===== config.mk =====
export PLATFORM = sky130hd
export DESIGN_NAME = restoring_div
export DESIGN_NICKNAME = d
export VERILOG_FILES = /design/src/rtl/restoring_div_pkg.sv /design/src/rtl/restoring_div_cla_sub.sv /design/src/rtl/restoring_div.sv
export SDC_FILE = /design/constraint.sdc
export NUM_CORES = 1
export LEC_CHECK = 0
export BUFFER_PORTS_ARGS = -buffer_cell sky130_fd_sc_hd__buf_2
export CAP_MARGIN = 0
export CORE_AREA = 4 4 73 75
export DETAILED_ROUTE_END_ITERATION = 10
export DIE_AREA = 0 0 77 79
export PLACE_DENSITY_LB_ADDON = 0.3
export SYNTH_ARGS = -nofsm -noshare
export SYNTH_HDL_FRONTEND = slang
export SYNTH_SLANG_ARGS = --single-unit

===== constraint.sdc =====
create_clock -name clk -period 2.8 [get_ports clk]
set_input_delay 0.28 -clock clk [delete_from_list [all_inputs] [get_ports clk]]
set_output_delay 0.28 -clock clk [all_outputs]
set_load 0.01 [all_outputs]

===== src/rtl/restoring_div_pkg.sv =====
// restoring_div_pkg: shared FSM state type, CLA group width and counter sizing for the divider.
package restoring_div_pkg;
  typedef enum logic [1:0] {IDLE, BUSY, DONE} state_t;
  localparam int CLA_W = 4;
  function automatic int cnt_w(input int w);
    return $clog2(w + 1);
  endfunction
endpackage


===== src/rtl/restoring_div_cla_sub.sv =====
// cla_sub_nbit: a - b as a + ~b + 1 using chained 4-bit lookahead groups; cout=1 means no borrow.
module cla_sub_nbit
  import restoring_div_pkg::*;
#(
  parameter int N = 9
) (
  input  logic [N-1:0] a,
  input  logic [N-1:0] b,
  output logic [N-1:0] diff,
  output logic         cout
);
  localparam int G = (N + CLA_W - 1) / CLA_W;
  localparam int P = G * CLA_W;
  logic [P-1:0] x, y, g, p, cb, s;
  logic [G:0] c;
  logic unused_pad;
  // Zero-padding both operands keeps the top carry a valid no-borrow flag.
  assign x = P'(a);
  assign y = ~(P'(b));
  assign g = x & y;
  assign p = x ^ y;
  assign c[0] = 1'b1;
  for (genvar i = 0; i < G; i++) begin : grp
    localparam int L = i * CLA_W;
    assign cb[L]   = c[i];
    assign cb[L+1] = g[L] | p[L] & c[i];
    assign cb[L+2] = g[L+1] | p[L+1] & g[L] | p[L+1] & p[L] & c[i];
    assign cb[L+3] = g[L+2] | p[L+2] & g[L+1] | p[L+2] & p[L+1] & g[L] | p[L+2] & p[L+1] & p[L] & c[i];
    assign c[i+1]  = g[L+3] | p[L+3] & g[L+2] | p[L+3] & p[L+2] & g[L+1]
                   | p[L+3] & p[L+2] & p[L+1] & g[L] | (&p[L+3:L]) & c[i];
  end
  assign s = p ^ cb;
  assign diff = s[N-1:0];
  assign cout = c[G];
  assign unused_pad = ^s;
endmodule


===== src/rtl/restoring_div.sv =====
// restoring_div: multi-cycle restoring divider, one quotient bit per clock, valid/ready on both sides.
// Define RESTORING_DIV_SIGNED_EN for two's-complement operands (truncating division).
module restoring_div
  import restoring_div_pkg::*;
#(
  parameter int WIDTH = 8
) (
  input  logic             clk,
  input  logic             rst_n,
  input  logic             in_valid,
  output logic             in_ready,
  input  logic [WIDTH-1:0] dividend,
  input  logic [WIDTH-1:0] divisor,
  output logic             out_valid,
  input  logic             out_ready,
  output logic [WIDTH-1:0] quotient,
  output logic [WIDTH-1:0] remainder,
  output logic             div_by_zero
);
  localparam int CW = cnt_w(WIDTH);
  state_t state, nxt;
  logic [CW-1:0] cnt;
  logic [WIDTH:0] rem, shifted, diff, r_step;
  logic [WIDTH-1:0] q, dvs, q_next, r_next, a_mag, b_mag, q_fin, r_fin;
  logic cout, unused_msb;
  assign in_ready = state == IDLE;
  assign out_valid = state == DONE;
  // q holds the unconsumed dividend bits on top and the quotient bits shifted in below.
  assign shifted = {rem[WIDTH-1:0], q[WIDTH-1]};
  assign r_step = cout ? diff : shifted;
  assign q_next = {q[WIDTH-2:0], cout};
  assign r_next = r_step[WIDTH-1:0];
  assign unused_msb = rem[WIDTH];
  cla_sub_nbit #(.N(WIDTH + 1)) u_sub (
    .a   (shifted),
    .b   ({1'b0, dvs}),
    .diff(diff),
    .cout(cout)
  );
`ifdef RESTORING_DIV_SIGNED_EN
  logic qneg, rneg;
  assign a_mag = dividend[WIDTH-1] ? -dividend : dividend;
  assign b_mag = divisor[WIDTH-1] ? -divisor : divisor;
  assign q_fin = qneg ? -q_next : q_next;
  assign r_fin = rneg ? -r_next : r_next;
  always_ff @(posedge clk or negedge rst_n)
    if (!rst_n) begin
      qneg <= 1'b0;
      rneg <= 1'b0;
    end else if (state == IDLE && in_valid) begin
      qneg <= dividend[WIDTH-1] ^ divisor[WIDTH-1];
      rneg <= dividend[WIDTH-1];
    end
`else
  assign a_mag = dividend;
  assign b_mag = divisor;
  assign q_fin = q_next;
  assign r_fin = r_next;
`endif
  always_ff @(posedge clk or negedge rst_n)
    if (!rst_n) state <= IDLE;
    else state <= nxt;
  always_comb begin
    nxt = state;
    if (state == IDLE) nxt = in_valid ? (divisor == '0 ? DONE : BUSY) : IDLE;
    else if (state == BUSY) nxt = cnt == CW'(1) ? DONE : BUSY;
    else nxt = out_ready ? IDLE : DONE;
  end
  always_ff @(posedge clk or negedge rst_n)
    if (!rst_n) begin
      cnt <= '0;
      rem <= '0;
      q <= '0;
      dvs <= '0;
      quotient <= '0;
      remainder <= '0;
      div_by_zero <= 1'b0;
    end else if (state == IDLE && in_valid) begin
      if (divisor == '0) begin
        quotient <= '1;
        remainder <= dividend;
        div_by_zero <= 1'b1;
      end else begin
        q <= a_mag;
        dvs <= b_mag;
        rem <= '0;
        cnt <= CW'(WIDTH);
        div_by_zero <= 1'b0;
      end
    end else if (state == BUSY) begin
      q <= q_next;
      rem <= r_step;
      cnt <= cnt - CW'(1);
      // Last step: publish the result (sign fix-up applied) as DONE is entered.
      if (cnt == CW'(1)) begin
        quotient <= q_fin;
        remainder <= r_fin;
      end
    end
endmodule


==> results.json, run 1 <==
{
  "status": "finished clean",
  "hpwl_mm": 4.24,
  "rrSetupSlack_ns": 0.16,
  "cts_tree": "built",
  "p_per_area_nw_per_um2": 1370,
  "synth_edf_count": 0,
  "antenna_found_initial": 0,
  "cp_max_fo": 9,
  "critical_path_class": "flip-flop to flip-flop",
  "coreArea_um2": 4660,
  "post_cts_buffers": 0,
  "synth_flop_cell": "dfrtp_1",
  "holdWs_ns": 0.163,
  "syn-num-nets": 293,
  "layout_commonest_cell": "dfrtp_1",
  "yosysSeqAreaShare": 0.466,
  "worstSkewPairLatency_ns": 0.30,
  "r2r_start": "q[7]",
  "slew_headroom": 0.300,
  "cts_buffer_depth": 2,
  "drv_slew": 0,
  "skew_ns": 0.00646,
  "final_core_util": 0.619,
  "crit_start": "q[7]",
  "worstPathArrival_ns": 2.83,
  "cts_resized": 0,
  "tightest_slew_ns": 1.05,
  "max_freq_ghz": 0.378,
  "start_util": 0.541,
  "cts.htree.levels": 2,
  "mostFrequentLayoutCells": "47 x dfrtp_1, 41 x nand2_1, 38 x buf_2",
  "via_per_inst": 5.97,
  "antenna_left": 0,
  "ff2ff_path_depth": 7,
  "cp-endpoint": "remainder[5]",
  "worst_ep_required_time_ns": 2.99,
  "syn-instance-count": 261,
  "drive_above_1_share": 0.228,
  "fin_crit_ns": 2.64,
  "post-place-ws_ns": 0.158,
  "die_y_um": 79,
  "clockRootBuffer": "clkbuf_8",
  "r2r_end": "remainder[5]",
  "yosysWarnings": 0,
  "ctsHoldBuffers": 0,
  "maxCapViolations": 0,
  "clk_pin_slew_ns": 0.09,
  "endpoint_kind": "flip-flop",
  "final_area_um2": 2880,
  "wl_per_cell_um": 16.6,
  "layout.nets": 333,
  "dieArea_um2": 6080,
  "area_growth_pct": 14.3,
  "cts_made_buffers": 5,
  "pin_count": 39,
  "ys_types": 42,
  "num_vias": 2126,
  "fp.dieW_um": 77,
  "first_iter_violations": 227,
  "holdCritPathClass": "primary input to asynchronous set/reset pin",
  "ys_ff_latch": 47,
  "diodes": 0,
  "postSynth.asyncResetShare": 1.00,
  "finalCritPeriodShare": 0.944,
  "grt_pass1_vias": 2088,
  "drc": 0,
  "yosysTopAreaCell": "dfrtp_1",
  "netlist_area_um2": 2520,
  "multiInputGateArea_um2": 1230,
  "synth.top_cell.area_share": 0.466,
  "clock-sinks": 47,
  "fillers": 397,
  "port_buffers": 38,
  "ir_worst_vdd_uv": 588,
  "critPathLaunchType": "flip-flop",
  "rsz0062_at_grt": "no",
  "fin_ws_ns": 0.157,
  "drt-total-wl_mm": 5.90,
  "dr.pass1.iters": 4,
  "avgSynthCellArea_um2": 9.66,
  "grt_pass1_wl_mm": 9.85,
  "hold_violations": 0,
  "finalSetupViolCount": 0,
  "placed_cell_area_um2": 2780,
  "overflow": 0,
  "tns_ns": 0,
  "p_leak_nw": 1.34,
  "synthTopCellsByArea": "dfrtp_1 47%, nand2_1 6.1%, ha_1 5.5%",
  "register_area_um2": 1180,
  "track_usage": 0.203,
  "gp_congestion": 0.838,
  "rows": 25,
  "grt_max_degree": 48
}
## worst min path at each step
stage          slack, ns  depth (start not counted)         from          end
5_1_grt             0.20                          3   divisor[5]       dvs[5]
6_report            0.16                          1        rst_n       cnt[3]
3_3_place_gp        0.47                          1  quotient[2]  quotient[2]
3_5_place_dp        0.47                          1  quotient[1]  quotient[1]
2_1_floorplan      -0.02                          0        rst_n       cnt[0]
4_1_cts             0.19                          1        rst_n     state[1]
## cell type report
type                            count  area share
Sequential cell                    47       0.408
Timing Repair Buffer               47      0.0894
Clock inverter                      2     0.00564
Clock buffer                        6      0.0286
Tap cell                           54      0.0234
Inverter                           13      0.0169
Multi-Input combinational cell    187       0.428
## synthesized netlist by cell type (all sizes together) (6+ instances only)
cell / instances
a21oi: 10
a31oi: 7
clkbuf: 9
dfrtp: 47
ha: 11
inv: 13
nand2: 41
nand3: 6
nor2: 18
o21ai: 22
o22a: 10
o22ai: 6
## critical path, stage by stage, from the launching register on
cell and delay (ns):
dfrtp_1 0.38, inv_1 0.07, ha_1 0.33, o2111a_1 0.27, o311a_1 0.39, a311o_1 0.54, mux2i_1 0.20, a221o_1 0.35
## sequential cells by signal, summed over array words and instances (netlist names)
register / flops
cnt: 4
div_by_zero: 1
dvs: 8
q: 8
quotient: 8
rem: 8
remainder: 8
state: 2
## where the power goes
part	switching, mW	internal [mW]
registers	0.217	1.00
clock network	0.240	0.202
logic	1.24	1.06
## kinds of logic (layout without fill, tap and decap cells)
logic type	count (synthesis)	in the layout	share of synthesized area
and+or+nand+nor	88	88	0.158
AOI/OAI and AO/OA	73	73	0.208
DFF	47	47	0.466
buffers and inverters	27	68	0.0466
adders and majority gates	12	12	0.0625
muxes	9	9	0.0412
xor gates and xnor gates	5	5	0.0174
## routing by layer
layer,GRT usage,share of wire
met5,0,0
met4,0.0747,0.019
met3,0.0351,0.043
met2,0.326,0.49
met1,0.277,0.45
## metrics by stage
| stage | instances | power (mW) |
|---|---|---|
| floorplan | 261 | 2.97 |
| global placement | 348 | 3.45 |
| detailed placement | 348 | 3.51 |
| CTS | 356 | 3.98 |
| global route | 356 | 4.28 |
| finish | 356 | 3.96 |
Note: power is estimated with default switching activity, not from simulation.
==> run 2, diff against run 1 <==
- SYNTH_HIERARCHICAL: not set -> 1
- TNS_END_PERCENT: not set -> 20
==> run 2 against run 1 <==
Net effect:
- clock power is 16% higher
- maximum frequency down 9.3%
- synthesized cell count down 4.6%
- final cell count shrank 0.56%
- first-iteration DRC count decreased by 44%
- the run now ends with negative setup slack left
- highest routed layer unchanged
- non-clock buffer count rose by 9
==> results.json, run 2 <==
{
  "status": "finished, violations left",
  "failed_checks": "negative setup slack",
  "gp_congestion": 0.833,
  "fin_crit_ns": 2.92,
  "tightest_slew_ns": 1.03,
  "start_util": 0.550,
  "via_per_inst": 5.82,
  "post-place-ws_ns": -0.181,
  "first_iter_violations": 127,
  "p_per_area_nw_per_um2": 1360,
  "slew_headroom": 0.313,
  "layout.nets": 332,
  "syn-num-nets": 282,
  "final_core_util": 0.671,
  "holdCritPathClass": "primary input to asynchronous set/reset pin",
  "ir_worst_vdd_uv": 635,
  "synth_common_cells": "47 x dfrtp_1, 37 x nand2_1, 17 x nor3_1",
  "drv_slew": 0,
  "clockRootBuffer": "clkbuf_8",
  "area_growth_pct": 22.0,
  "postSynth.asyncResetShare": 1.00,
  "dieArea_um2": 6080,
  "cts_tree": "built",
  "antenna_found_initial": 0,
  "overflow": 0,
  "max_freq_ghz": 0.343,
  "hpwl_mm": 4.22,
  "layout_commonest_cell": "dfrtp_1",
  "endpoint_kind": "flip-flop",
  "finalSetupViolCount": 15,
  "worstSkewPairLatency_ns": 0.31,
  "p_leak_nw": 1.49,
  "synth.top_cell.area_share": 0.459,
  "ys_types": 44,
  "ys_ff_latch": 47,
  "synth_flop_cell": "dfrtp_1",
  "grt_pass1_vias": 2112,
  "die_y_um": 79,
  "drc": 0,
  "maxCapViolations": 0,
  "fillers": 358,
  "num_vias": 2061,
  "synth_edf_count": 0,
  "hold_violations": 0,
  "rows": 25,
  "netlist_area_um2": 2560,
  "coreArea_um2": 4660,
  "rsz0062_at_grt": "yes",
  "cpPeakStageDelay_ns": 0.40,
  "yosysTopAreaCell": "dfrtp_1",
  "cts_buffer_depth": 2,
  "finalCritPeriodShare": 1.04,
  "cts_made_buffers": 5,
  "wl_per_cell_um": 17.5,
  "fin_ws_ns": -0.115,
  "syn-instance-count": 249,
  "final_area_um2": 3130,
  "grt_pass1_wl_mm": 10.2,
  "skew_ns": 0.00797,
  "yosysSeqAreaShare": 0.459,
  "track_usage": 0.213,
  "pin_count": 39,
  "cts.htree.levels": 2,
  "placed_cell_area_um2": 2870,
  "clk_pin_slew_ns": 0.10,
  "critPathLaunchType": "flip-flop",
  "grt_max_degree": 48,
  "yosysMostFrequentCell": "dfrtp_1",
  "ctsHoldBuffers": 0,
  "worst_ep_required_time_ns": 3.01,
  "worstPathArrival_ns": 3.12,
  "dr.pass1.iters": 4,
  "mostFrequentLayoutCells": "47 x dfrtp_1, 38 x buf_2, 37 x nand2_1",
  "synthTopCellsByArea": "dfrtp_1 46%, nand2_1 5.4%, ha_1 5.4%",
  "critical_path_class": "flip-flop to flip-flop",
  "diodes": 0,
  "antenna_left": 0,
  "drive_above_1_share": 0.313,
  "port_buffers": 38,
  "clock-sinks": 47,
  "yosysWarnings": 6,
  "drt-total-wl_mm": 6.20,
  "avgSynthCellArea_um2": 10.3,
  "slowest_stage": "dfrtp_1",
  "fp.dieW_um": 77,
  "cp_max_fo": 5,
  "crit_chain": "ha_2, or3_4, o221a_4, a221o_1, a21o_1, fa_2, buf_6, mux2i_1, a221oi_1, a31o_1"
}
==> run 2: metrics by stage <==
stage                     std cells  hold slack, ns  TNS (ns)  total power [mW]
after floorplan                 249         -0.0156         0              2.73
after global placement          344           0.463    -0.615              3.30
after detailed placement        344           0.467     -1.89              3.38
after CTS                       354           0.186    -0.546              4.10
after global routing            354           0.222     -2.22              4.55
final                           354           0.150    -0.947              4.24
==> run 2: path summary, 6_finish.rpt <==
check	slack, ns	to	from	cells past startpoint
min in group clk	0.21	dvs[4]	divisor[4]	3
worst max register to register	-0.12	remainder[1]	rem[0]	10
max in group asynchronous	2.02	state[1]	rst_n	1
worst min-delay path	0.15	quotient[1]	rst_n	1
worst max-delay path	-0.12	remainder[1]	rem[0]	10
worst min register to register	0.48	dvs[1]	dvs[1]	2
==> run 2: what timing repair did <==
action / 4_1_cts / 5_1_grt
gates cloned: 1 / 0
endpoints found under the setup margin: 16 / 16
buffers inserted: 1 / 0
gates resized for setup: 16 / 9
pin swaps: 1 / 1
==> run 2: per-layer routing <==
metal	global-route usage	vias to the layer above	share of wire
li1	-	987	-
met1	0.271	1032	0.45
met2	0.368	30	0.51
met3	0.0340	12	0.025
met4	0.0801	0	0.017
met5	0	-	0
==> run 2: kinds of logic after synthesis <==
logic type | share of synthesized area
xor gates and xnor gates | 0.0205
other | 0.00146
AOI/OAI and AO/OA | 0.184
buffers and inverters | 0.0547
adders and majority gates | 0.0693
muxes | 0.0312
DFF | 0.459
and+or+nand+nor | 0.180
==> run 2: critical path: cells and delay by family, from the launching register on <==
kind / cells / cell delay, ns
AOI/OAI and AO/OA: 5 / 1.09
adders and majority gates: 2 / 0.57
buffers and inverters: 1 / 0.16
DFF: 1 / 0.40
muxes: 1 / 0.21
and+or+nand+nor: 1 / 0.39
==> run 2: final cells by class <==
class | instances | area (µm²) | area share
clock inverter | 3 | 46.3 | 0.0148
tap | 54 | 67.6 | 0.0216
timing repair buffer | 56 | 333 | 0.106
inverter | 16 | 60.1 | 0.0192
multi-input combinational | 173 | 1380 | 0.440
sequential | 47 | 1180 | 0.376
clock buffer | 5 | 68.8 | 0.0220
==> run 2: power breakdown <==
group | total [mW] | switching [mW] | internal [mW]
registers | 1.26 | 0.247 | 1.01
clock network | 0.514 | 0.245 | 0.269
logic | 2.47 | 1.30 | 1.18
total | 4.24 | 1.79 | 2.45
==> run 3, diff against run 2 <==
- SKIP_CTS_REPAIR_TIMING: not set -> 1
==> run 3 against run 2 <==
Net effect:
- the flow still finishes with violations (negative setup slack)
- wire length is 0.44% lower
- critical path depth is 1 higher
- sequential cell count unchanged
- highest routed layer unchanged
==> results.json, run 3 (synthesis gave the netlist of run 2 again) <==
{
  "fin_ws_ns": -0.160,
  "fin_crit_ns": 2.96,
  "rows": 25,
  "port_buffers": 38,
  "critical_path_class": "flip-flop to flip-flop",
  "fillers": 355,
  "max_freq_ghz": 0.338,
  "num_vias": 2086,
  "cts_buffer_depth": 2,
  "seq_power_share": 0.293,
  "gp_congestion": 0.833,
  "antenna_found_initial": 0,
  "overflow": 0,
  "worst_ep_required_time_ns": 3.00,
  "drive_above_1_share": 0.309,
  "p_leak_nw": 1.50,
  "wl_per_cell_um": 17.4,
  "pin_count": 39,
  "worstSkewPairLatency_ns": 0.31,
  "final_core_util": 0.673,
  "rsz0062_at_grt": "yes",
  "drc": 0,
  "clk_pin_slew_ns": 0.10,
  "slowest_stage": "dfrtp_1",
  "crit_chain": "inv_1, ha_2, or3_1, o221a_4, a221o_1, a21o_1, fa_2, buf_12, mux2i_2, a221oi_2, a31o_1",
  "final_area_um2": 3140,
  "cpPeakStageDelay_ns": 0.39,
  "die_y_um": 79,
  "grt_pass1_vias": 2066,
  "slew_headroom": 0.302,
  "finalSetupViolCount": 16,
  "p_int_mw": 2.47,
  "worstPathArrival_ns": 3.16,
  "grt_max_degree": 48,
  "holdWs_ns": 0.160,
  "dr.pass1.iters": 4,
  "mostFrequentLayoutCells": "47 x dfrtp_1, 38 x buf_2, 37 x nand2_1",
  "failed_checks": "negative setup slack",
  "clockRootBuffer": "clkbuf_8",
  "cts_tree": "built",
  "hpwl_mm": 4.22,
  "first_iter_violations": 161,
  "dieArea_um2": 6080,
  "placed_cell_area_um2": 2870,
  "layout_commonest_cell": "dfrtp_1",
  "cts.htree.levels": 2,
  "coreArea_um2": 4660,
  "maxCapViolations": 0,
  "start_util": 0.550,
  "grt_pass1_wl_mm": 9.65,
  "layout.nets": 333,
  "drt-total-wl_mm": 6.17,
  "hold_violations": 0,
  "skew_ns": 0.00777,
  "track_usage": 0.201,
  "endpoint_kind": "flip-flop",
  "ir_worst_vdd_uv": 626,
  "diodes": 0,
  "tightest_slew_ns": 1.05,
  "cts_made_buffers": 5,
  "finalCritPeriodShare": 1.06,
  "p_sw_frac": 0.420,
  "p_per_area_nw_per_um2": 1360,
  "cp_max_fo": 5,
  "status": "finished, violations left",
  "antenna_left": 0,
  "clock-sinks": 47,
  "via_per_inst": 5.88,
  "holdCritPathClass": "primary input to asynchronous set/reset pin",
  "switching_power_mw": 1.79,
  "comb_power_share": 0.586,
  "critPathLaunchType": "flip-flop",
  "drv_slew": 0,
  "pwr-share-clk": 0.121,
  "fp.dieW_um": 77,
  "area_growth_pct": 22.4,
  "post-place-ws_ns": -0.181
}
## run 3: cell count changes in the layout (fill, tap and decap cells not counted)
cell,change
or3_1,+1
ha_2,+1
mux2i_2,-1
buf_12,+1
ha_4,-2
clkbuf_16,+1
ha_1,+1
or3_4,-1
buf_4,+1
mux2i_4,+1
buf_6,-2
## run 3: area by class of cell
class / count / area (µm²) / area share
inverter: 16 / 60.1 / 0.0191
timing repair buffer: 57 / 363 / 0.116
clock buffer: 5 / 68.8 / 0.0219
clock inverter: 3 / 46.3 / 0.0148
sequential: 47 / 1180 / 0.375
tap: 54 / 67.6 / 0.0215
multi-input combinational: 173 / 1360 / 0.432
## run 3: stage by stage
stage | total power, mW | setup TNS (ns) | instances
2_1_floorplan | 2.73 | 0 | 249
3_3_place_gp | 3.30 | -0.615 | 344
3_5_place_dp | 3.38 | -1.89 | 344
4_1_cts | 3.91 | -2.31 | 352
5_1_grt | 4.56 | -2.91 | 355
6_report | 4.26 | -1.72 | 355
## run 3: worst max-delay path: cells and delay by family, from the launching register on
kind                     cells  cell delay [ns]
AO/OA/AOI/OAI                5             0.97
adder cells (fa/ha/maj)      2             0.66
AND/OR/NAND/NOR              1             0.37
buffers and inverters        2             0.24
flip-flops                   1             0.39
multiplexers                 1             0.24
## run 3: path summary, 6_finish.rpt
path	startpoint	endpoint	slack, ns	depth (start not counted)
min reg2reg	dvs[1]	dvs[1]	0.48	2
max in group asynchronous	rst_n	rem[3]	2.00	1
max	dvs[2]	remainder[5]	-0.16	11
max reg2reg	dvs[2]	remainder[5]	-0.16	11
min	rst_n	quotient[1]	0.16	1
min in group clk	divisor[4]	dvs[4]	0.21	3
## run 3: power groups by stage
stage | clock network, mW | registers, mW | logic [mW]
6_report | 0.514 | 1.25 | 2.49
5_1_grt | 0.547 | 1.29 | 2.72
4_1_cts | 0.523 | 1.24 | 2.14
3_5_place_dp | 0 | 1.26 | 2.12
3_3_place_gp | 0 | 1.25 | 2.05
2_1_floorplan | 0 | 1.27 | 1.46
## run 3: per-layer routing
layer	wire length, µm	global-route usage
met4	139	0.0765
met2	3150	0.341
met1	2640	0.261
met3	243	0.0317
met5	0	0
